<file path="src/rtl/muldiv_pkg.sv">
// Shared types and constants for the iterative multiply/divide unit.
package muldiv_pkg;

    localparam int MD_ITER  = 32;
    localparam int MD_CNT_W = $clog2(MD_ITER);

    typedef enum logic [2:0] {
        OP_NONE  = 3'd0,
        OP_MULT  = 3'd1,
        OP_MULTU = 3'd2,
        OP_DIV   = 3'd3,
        OP_DIVU  = 3'd4,
        OP_MTHI  = 3'd5,
        OP_MTLO  = 3'd6,
        OP_RSVD  = 3'd7
    } md_op_t;

    typedef enum logic [1:0] {
        IDLE,
        RUN,
        FIX
    } state_t;

    // Selects which radix-2 iteration the step datapath performs.
    typedef enum logic {
        STEP_MUL,
        STEP_DIV
    } step_mode_t;

    // Ops that run through the iterative datapath and raise BUSY.
    function automatic logic op_is_arith(input md_op_t op);
        return (op == OP_MULT) || (op == OP_MULTU) || (op == OP_DIV) || (op == OP_DIVU);
    endfunction

endpackage

</file>
<file path="src/rtl/muldiv_if.sv">
// Execute-stage <-> muldiv unit bus: op request, operands, cancel, and HI/LO/BUSY back.
interface muldiv_if
    import muldiv_pkg::*;
#(
    parameter int WIDTH = 32
);
    logic             START;
    md_op_t           OP;
    logic [WIDTH-1:0] SRC_A;
    logic [WIDTH-1:0] SRC_B;
    logic             CANCEL;
    logic             BUSY;
    logic [WIDTH-1:0] HI;
    logic [WIDTH-1:0] LO;

    modport master (output START, OP, SRC_A, SRC_B, CANCEL, input BUSY, HI, LO);
    modport slave  (input START, OP, SRC_A, SRC_B, CANCEL, output BUSY, HI, LO);
endinterface

</file>
<file path="src/rtl/muldiv_step.sv">
// One radix-2 iteration: shift-add multiply or restoring shift-subtract divide.
module muldiv_step
    import muldiv_pkg::*;
#(
    parameter int W = 32
) (
    input  step_mode_t     mode,
    input  logic [2*W-1:0] acc,
    input  logic [W-1:0]   operand,
    output logic [2*W-1:0] acc_next
);
    logic [W:0]   sum;
    logic [W:0]   top;
    logic [W-1:0] diff;

    // Multiply keeps the multiplier in the low half and shifts right; divide
    // keeps remainder:quotient and shifts left, one bit per call.
    always_comb begin
        sum      = {1'b0, acc[2*W-1:W]} + (acc[0] ? {1'b0, operand} : {(W+1){1'b0}});
        top      = acc[2*W-1:W-1];
        diff     = top[W-1:0] - operand;
        acc_next = acc;
        if (mode == STEP_MUL) begin
            acc_next = {sum, acc[W-1:1]};
        end else if (top >= {1'b0, operand}) begin
            // remainder < divisor, so the low W bits of the difference are exact
            acc_next = {diff, acc[W-2:0], 1'b1};
        end else begin
            acc_next = {top[W-1:0], acc[W-2:0], 1'b0};
        end
    end
endmodule

</file>
<file path="src/rtl/muldiv_unit.sv">
// Iterative MULT/MULTU/DIV/DIVU unit owning the architectural HI/LO registers.
module muldiv_unit
    import muldiv_pkg::*;
#(
    parameter int WIDTH = 32
) (
    input  logic     CLK,
    input  logic     RESET,
    muldiv_if.slave  bus
);
    localparam logic [MD_CNT_W-1:0] LAST = MD_CNT_W'(MD_ITER - 1);

    state_t               state, state_next;
    logic [MD_CNT_W-1:0]  counter;
    logic [2*WIDTH-1:0]   acc, acc_next;
    logic [WIDTH-1:0]     operand;
    step_mode_t           mode;
    logic                 sign_a, sign_b;
    logic                 busy_q;
    logic [WIDTH-1:0]     hi_q, lo_q;

    logic                 accept, do_step, commit;
    logic                 is_arith, is_signed, is_mul;
    logic                 neg_a, neg_b;
    logic [WIDTH-1:0]     mag_a, mag_b;
    logic [2*WIDTH-1:0]   prod;
    logic [WIDTH-1:0]     quot, rem, res_hi, res_lo;

    muldiv_step #(.W(WIDTH)) u_step (
        .mode     (mode),
        .acc      (acc),
        .operand  (operand),
        .acc_next (acc_next)
    );

    // Classify the requested op and form operand magnitudes for the latch.
    always_comb begin
        is_arith  = op_is_arith(bus.OP);
        is_signed = (bus.OP == OP_MULT) || (bus.OP == OP_DIV);
        is_mul    = (bus.OP == OP_MULT) || (bus.OP == OP_MULTU);
        neg_a     = is_signed & bus.SRC_A[WIDTH-1];
        neg_b     = is_signed & bus.SRC_B[WIDTH-1];
        mag_a     = neg_a ? -bus.SRC_A : bus.SRC_A;
        mag_b     = neg_b ? -bus.SRC_B : bus.SRC_B;
    end

    // State register.
    always_ff @(posedge CLK or posedge RESET) begin
        if (RESET) state <= IDLE;
        else       state <= state_next;
    end

    // Next state: CANCEL from RUN or FIX always returns to IDLE.
    always_comb begin
        state_next = state;
        case (state)
            IDLE:    if (accept && is_arith) state_next = RUN;
            RUN:     if (bus.CANCEL) state_next = IDLE;
                     else if (counter == LAST) state_next = FIX;
            FIX:     state_next = IDLE;
            default: state_next = IDLE;
        endcase
    end

    // FSM outputs: request acceptance, iteration enable and result commit.
    always_comb begin
        accept  = (state == IDLE) && bus.START && !bus.CANCEL;
        do_step = (state == RUN) && !bus.CANCEL;
        commit  = (state == FIX) && !bus.CANCEL;
    end

    // Sign correction. A zero divisor leaves the dividend magnitude in the
    // remainder half, so re-applying the dividend sign recovers the raw SRC_A.
    always_comb begin
        prod   = (sign_a ^ sign_b) ? -acc : acc;
        quot   = (sign_a ^ sign_b) ? -acc[WIDTH-1:0] : acc[WIDTH-1:0];
        rem    = sign_a ? -acc[2*WIDTH-1:WIDTH] : acc[2*WIDTH-1:WIDTH];
        res_hi = rem;
        res_lo = quot;
        if (mode == STEP_MUL) begin
            res_hi = prod[2*WIDTH-1:WIDTH];
            res_lo = prod[WIDTH-1:0];
        end else if (operand == '0) begin
            res_lo = '1;
        end
    end

    // Datapath: operand latch, iteration, HI/LO writes and registered BUSY.
    always_ff @(posedge CLK or posedge RESET) begin
        if (RESET) begin
            acc     <= '0;
            operand <= '0;
            counter <= '0;
            mode    <= STEP_MUL;
            sign_a  <= 1'b0;
            sign_b  <= 1'b0;
            busy_q  <= 1'b0;
            hi_q    <= '0;
            lo_q    <= '0;
        end else begin
            busy_q <= (state_next != IDLE);
            if (accept && is_arith) begin
                // multiply: multiplier rides in the low half; divide: dividend does
                acc     <= {{WIDTH{1'b0}}, (is_mul ? mag_b : mag_a)};
                operand <= is_mul ? mag_a : mag_b;
                mode    <= is_mul ? STEP_MUL : STEP_DIV;
                sign_a  <= neg_a;
                sign_b  <= neg_b;
                counter <= '0;
            end else if (do_step) begin
                acc     <= acc_next;
                counter <= counter + MD_CNT_W'(1);
            end
            if (commit) begin
                hi_q <= res_hi;
                lo_q <= res_lo;
            end
            if (accept && bus.OP == OP_MTHI) hi_q <= bus.SRC_A;
            if (accept && bus.OP == OP_MTLO) lo_q <= bus.SRC_A;
        end
    end

    assign bus.BUSY = busy_q;
    assign bus.HI   = hi_q;
    assign bus.LO   = lo_q;
endmodule

</file>
<file path="src/flat_wrapper.sv">
// flat-port wrapper written by rule: the top's interface ports become plain ports
module muldiv_unit_flat import muldiv_pkg::*;
#(
    parameter int WIDTH = 32
)
  (CLK, RESET, bus_START, bus_OP, bus_SRC_A, bus_SRC_B, bus_CANCEL, bus_BUSY, bus_HI, bus_LO);
  muldiv_if #(.WIDTH(WIDTH)) bus_i ();
  input  logic CLK;
  input  logic RESET;
  input wire logic [$bits(bus_i.START)-1:0] bus_START;
  input wire logic [$bits(bus_i.OP)-1:0] bus_OP;
  input wire logic [$bits(bus_i.SRC_A)-1:0] bus_SRC_A;
  input wire logic [$bits(bus_i.SRC_B)-1:0] bus_SRC_B;
  input wire logic [$bits(bus_i.CANCEL)-1:0] bus_CANCEL;
  output wire logic [$bits(bus_i.BUSY)-1:0] bus_BUSY;
  output wire logic [$bits(bus_i.HI)-1:0] bus_HI;
  output wire logic [$bits(bus_i.LO)-1:0] bus_LO;
  assign bus_i.START = bus_START;
  assign bus_i.OP = bus_OP;
  assign bus_i.SRC_A = bus_SRC_A;
  assign bus_i.SRC_B = bus_SRC_B;
  assign bus_i.CANCEL = bus_CANCEL;
  assign bus_BUSY = bus_i.BUSY;
  assign bus_HI = bus_i.HI;
  assign bus_LO = bus_i.LO;
  muldiv_unit #(.WIDTH(WIDTH)) u_core (.CLK(CLK), .RESET(RESET), .bus(bus_i));
endmodule
</file>
<file path="config.mk">
export PLATFORM = sky130hd
export DESIGN_NAME = muldiv_unit_flat
export DESIGN_NICKNAME = d
export VERILOG_FILES = /design/src/rtl/muldiv_pkg.sv /design/src/rtl/muldiv_if.sv /design/src/rtl/muldiv_step.sv /design/src/rtl/muldiv_unit.sv /design/src/flat_wrapper.sv
export SDC_FILE = /design/constraint.sdc
export NUM_CORES = 1
export LEC_CHECK = 0
export ABC_AREA = 1
export ABC_CLOCK_PERIOD_IN_PS = 14600
export CAP_MARGIN = 25
export CORE_AREA = 2 2 170 172
export DETAILED_ROUTE_END_ITERATION = 10
export DIE_AREA = 0 0 172 174
export MAX_ROUTING_LAYER = met4
export PLACE_DENSITY = 0.95
export SYNTH_ARGS = -nofsm -noshare
export SYNTH_HDL_FRONTEND = slang
export SYNTH_SLANG_ARGS = --single-unit
</file>
<file path="constraint.sdc">
create_clock -name CLK -period 14.6 [get_ports CLK]
set_clock_uncertainty 0.2 [all_clocks]
set_input_delay 3.65 -clock CLK [delete_from_list [all_inputs] [get_ports CLK]]
set_output_delay 3.65 -clock CLK [all_outputs]
set_load 0.03 [all_outputs]
</file>
== Word-level counts from Yosys, hierarchy flattened ==
Cells that the tools add are included.

* Add/sub/neg operators: 8
* $lt $le $gt $ge: 1
* Equal/unequal tests: 9
* Multiplexer cells: 26
* Bitwise gates (word level): 3
* Reductions and logical operators: 18

{| class="wikitable"
|+ Operators with widths
! cell !! number
|-
| 2-to-1 mux 32 bit || 14
|-
| 2-to-1 mux 64 bit || 5
|-
| negator 32 bit || 4
|-
| negator 64 bit || 1
|-
| adder 32 x 33 -> 33 bit || 1
|-
| greater-or-equal comparator 33 x 32 -> 1 bit || 1
|-
| logical NOT 32 bit || 1
|-
| subtractor 32 bit || 1
|-
| 2-to-1 mux 5 bit || 2
|-
| equality test 3 bit, second input constant || 3
|-
| nonzero test 2 bit || 4
|-
| logical AND 1 bit || 7
|-
| equality test 3 x 2 -> 1 bit, second input constant || 2
|-
| 2-to-1 mux 2 bit || 3
|-
| adder 5 x 1 -> 5 bit, second input constant || 1
|-
| equality test 5 bit, second input constant || 1
|-
| logical OR 1 bit || 4
|-
| case mux 2 bit (2 select lines) || 1
|-
| equality test 3 x 1 -> 1 bit, second input constant || 1
|-
| bitwise AND 1 bit || 2
|-
| equality test 2 x 1 -> 1 bit, second input constant || 1
|-
| equality test 2 bit, second input constant || 1
|-
| logical NOT 2 bit || 1
|-
| logical NOT 1 bit || 1
|-
| 2 further kinds || 2
|}

* Bits in registers: 171
* Input port bits: 71
* Word-level logic and storage cells: 75

== Longest topological paths before layout ==
* Depth in word-level cells: 8
* Gate-level depth with buffers: 21
* Gate-level depth less buffers: 19

== Hierarchy ==
From an unflattened synthesis, not the netlist that was laid out.

* Cell total of the unflattened synthesis: 3303
* Area total of the unflattened synthesis: 19169.6 um^2

{| class="wikitable"
|+ By module, submodules not included
! module !! times used !! cells each !! area each (um^2) !! sequential area each (um^2)
|-
| muldiv_unit || 1 || 2030 || 12988.7 || 4279.1
|-
| muldiv_step || 1 || 1273 || 6180.9 || 0.0
|}

== Least setup slack after synthesis ==
OpenSTA, ideal clock, no wires.

* Path type: input port to flip-flop
* Start: input port bus_SRC_A[0]
* End: register u_core.acc[26]
* Setup time: 0.124 ns
* Data arrival time: 4.845 ns
* Required time: 14.276 ns
* Setup slack: 9.431 ns
* Stages on the path: 10
* Path buffers: 0
* Cell sequence: inv_1 > ha_1 > nand2_1 > nor2_1 > nand3_1 > nor2_1 > a31oi_1 > xor2_1 > nand2_1 > nand3_1

* Cells in the longest elaborated chain, start to end: 4

{| class="wikitable"
|+ RTL lines
! item !! line !! RTL
|-
| from (decl) || flat_wrapper.sv:12 || <nowiki>input wire logic [$bits(bus_i.SRC_A)-1:0] bus_SRC_A;</nowiki>
|-
| negator 32 bit || muldiv_unit.sv:43 || <nowiki>mag_a = neg_a ? -bus.SRC_A : bus.SRC_A;</nowiki>
|-
| 2-to-1 mux 32 bit || muldiv_unit.sv:43 ||
|-
| 2-to-1 mux 32 bit || muldiv_unit.sv:104 || <nowiki>acc <= {{WIDTH{1'b0}}, (is_mul ? mag_b : mag_a)};</nowiki>
|-
| 2-to-1 mux 64 bit || muldiv_unit.sv:102 || <nowiki>if (accept && is_arith) begin</nowiki>
|-
| to (signal assigned) || muldiv_unit.sv:104 ||
|-
| to (signal assigned) || muldiv_unit.sv:111 || <nowiki>acc <= acc_next;</nowiki>
|-
| to (decl) || muldiv_unit.sv:15 || <nowiki>logic [2*WIDTH-1:0] acc, acc_next;</nowiki>
|}

No other way between the ends.
A chain may end at the register's enable or synchronous reset.

== Worst setup path in the final report ==
* Start: input port bus_CANCEL
* End: register u_core.acc[31]

* Cells in the longest elaborated chain, start to end: 4
* Elaborated cells between the ends (all ways): 6

{| class="wikitable"
|+ RTL lines
! item !! line !! RTL
|-
| from (decl) || flat_wrapper.sv:14 || <nowiki>input wire logic [$bits(bus_i.CANCEL)-1:0] bus_CANCEL;</nowiki>
|-
| logical NOT 1 bit (*) || muldiv_unit.sv:67, muldiv_unit.sv:68 ||
|-
| logical AND 1 bit || muldiv_unit.sv:67 || <nowiki>accept = (state == IDLE) && bus.START && !bus.CANCEL;</nowiki>
|-
| logical AND 1 bit || muldiv_unit.sv:102 ||
|-
| 2-to-1 mux 64 bit or nonzero test 2 bit (tied branches) || -- ||
|}

Mark *: on every way between the ends. The rest lies on a longest branch, timed or not.

==> results.json <==
{
  "end_kind": "flop",
  "cp_top_family": "buffers and inverters",
  "max_stage_delay_ns": 0.76,
  "crit_buf_inv": 5,
  "syn_inst": 3074,
  "synth_mux_area_frac": 0,
  "synth_compound_area_frac": 0.127,
  "crit_top_cell": "inv_2",
  "worstPathArrival_ns": 7.29,
  "path_max_fanout": 57,
  "grt_max_degree": 74,
  "drt-initial-drc-count": 3706,
  "row_count": 62,
  "clock_latency_ns": 0.47,
  "post-route-period-util": 0.485,
  "nFillCells": 2585,
  "hold_path_class": "flop to flop",
  "netlist_area_mm2": 0.0180,
  "seq_area_frac_synth": 0.237,
  "yosysUniqueCellTypes": 57,
  "rsz0062_at_grt": "no",
  "required_ns": 14.81,
  "ys_seq_elements": 171,
  "vias": 22400,
  "gp_congestion": 1.22,
  "routed_wl_mm": 77.4,
  "avgSynthCellArea_um2": 5.87,
  "grt_pass1_vias": 20700,
  "first_pass_iters": 10,
  "root_buffer": "clkbuf_16",
  "finalPower_mw": 4.21,
  "routedWlPerCell_um": 21.8,
  "path_cells": "clkdlybuf4s50_1 -> nor2_1 -> nand3b_1 -> inv_2 -> nand2_1 -> inv_2 -> nand2_2 -> inv_2 -> nand3_1 -> nand3_1 -> o21ai_1 -> inv_1",
  "synth_flop_cell": "dfrtp_1",
  "clock_sinks": 171,
  "clock_path_buffers": 2,
  "htreeDepth": 4,
  "layout.nets": 3300,
  "fmax_ghz": 0.141,
  "syn_nets": 3217,
  "tns_ns": 0,
  "startpoint_type": "input pin",
  "post-route-min-period_ns": 7.08,
  "hold_viol_final": 0,
  "die-area_mm2": 0.0299,
  "maxCapViolCount": 0,
  "drc": 0,
  "synth-xor-area-share": 0.0388,
  "outcome": "finished, final reports clean",
  "area_delta_synth_final_pct": 12.1,
  "cts_buffers": 17,
  "ctsHoldBuffers": 0,
  "netlist.area_leader.share": 0.237,
  "die_h_um": 174,
  "worst_slew_pin_slew_ns": 1.01,
  "cts_resized": 0,
  "slew_violations": 0,
  "yosys.area_share.adder": 0.0507,
  "synth_common_cells": "nand2_1, inv_1, nor2_1, nand3_1, dfrtp_1",
  "grt_pass1_wl_mm": 117,
  "critPathSlowestCell": "inv_2",
  "ys_warn_count": 0,
  "drive_gt1_frac": 0.0397,
  "tritoncts": "done",
  "antenna_found_initial": 3,
  "initial_core_util": 0.639,
  "synth_area_leaders": "dfrtp_1, nand2_1, inv_1, nand3_1, nor2_1",
  "setup_viol_count_final": 0,
  "grt_usage": 0.534,
  "synth_edf_count": 0,
  "post-cts-setup-buffers": 0,
  "coreArea_mm2": 0.0282,
  "irDropWorstVdd_mv": 0.163,
  "hpwl_mm": 60.1,
  "fp.dieW_um": 172,
  "critPathKind": "input pin to flop",
  "synth_top_family_by_area": "simple AND/OR/NAND/NOR gates",
  "slew_headroom": 0.322,
  "synth_area_leader_cell": "dfrtp_1",
  "synthArstFlopShare": 1.00,
  "p_leak_nw": 10.5,
  "vias_per_cell": 6.30,
  "pin_count": 136,
  "portBuffers": 135,
  "overflow": 0,
  "cts.reportedPaths.clkPinSlew_ns": 0.09,
  "p_per_area_mw_per_mm2": 208,
  "yosys.cell_count.top_type": "nand2_1",
  "yosys.area_share.simple": 0.425,
  "ant_nets": 0
}
[routing by layer]
| metal | share of wire | wire length, um | vias to the layer above | track usage |
|---|---|---|---|---|
| li1 | - | - | 9964 | - |
| met1 | 0.35 | 27000 | 10100 | 0.640 |
| met2 | 0.41 | 31500 | 1826 | 0.746 |
| met3 | 0.14 | 10800 | 551 | 0.145 |
| met4 | 0.11 | 8220 | 0 | 0.428 |
| met5 | 0 | 0 | - | - |
[worst paths after layout]
path                                          startpoint                       endpoint  slack (ns)  depth (start not counted)
setup / recovery                              bus_CANCEL     u_core.acc[31]$_DFFE_PP0P_        7.52                         12
min in group asynchronous                          RESET   u_core.bus.LO[5]$_DFFE_PP0P_        3.36                          2
setup reg to reg               u_core.acc[0]$_DFFE_PP0P_     u_core.acc[59]$_DFFE_PP0P_       10.57                         20
hold reg to reg            u_core.bus.LO[11]$_DFFE_PP0P_  u_core.bus.LO[11]$_DFFE_PP0P_        0.28                          2
max in group asynchronous                          RESET     u_core.acc[29]$_DFFE_PP0P_        9.50                          3
hold / removal             u_core.bus.LO[11]$_DFFE_PP0P_  u_core.bus.LO[11]$_DFFE_PP0P_        0.28                          2
[per-stage QoR]
step                      cell area (um^2)  instances  hold slack [ns]  utilization  setup WS, ns
final                                20200       3557            0.285        0.717          7.52
after global routing                 20200       3557            0.305        0.717          7.38
after CTS                            20200       3554            0.286        0.716          7.73
after detailed placement             19600       3522            0.265        0.694          7.26
after global placement               19600       3520            0.268        0.693          7.31
after floorplan                      18000       3074            0.267            -          6.12
[state kept, by name (all words and copies together), names as in the netlist, 2 cells and up]
register / cells
u_core.bus.HI: 32
u_core.operand: 32
u_core.bus.LO: 32
u_core.counter: 5
u_core.acc: 64
u_core.state: 2
[kinds of logic (layout without fill, tap and decap cells)]
group	count (synthesis)	count (layout)
compound gates	390	390
xor+xnor	80	80
fa+ha+maj	72	72
buf+inv	554	650
flops	171	171
other cells	0	3
simple gates	1807	1807
[placed cells by master (no fill, tap or decap), types with 15 or more instances in the layout]
cell type	instances
o21ai_1	26
ha_1	70
o21bai_1	22
a21oi_1	91
xor2_1	53
clkbuf_16	17
inv_1	449
o22ai_1	20
nand2_1	1088
xnor2_1	27
dfrtp_1	170
nand3_1	240
o211ai_1	28
nand4_1	56
nor2_2	18
nand3b_1	31
nor3_1	30
inv_2	15
nor2_1	291
clkdlybuf4s50_1	135
o21ai_0	146
[cell type report]
type                            instances  area [um^2]  share of cell area
Antenna cell                            3         7.51            0.000371
Clock buffer                           17          425              0.0210
Clock inverter                         15          210              0.0104
Inverter                              467         1760              0.0869
Multi-Input combinational cell       2349        11600               0.573
Sequential cell                       171         4280               0.212
Tap cell                              384          480              0.0237
Timing Repair Buffer                  151         1480              0.0733
[tightest hold or removal path, delay by kind of cell, from the launching register on]
family           cells  cell delay (ns)
AND/OR/NAND/NOR      2             0.11
flip-flops           1             0.35
[where the power goes]
group / internal (mW) / switching, mW
logic: 0.870 / 1.90
registers: 0.634 / 0.320
clock network: 0.237 / 0.257
total: 1.74 / 2.47
Note: power is estimated with default switching activity, not from simulation.
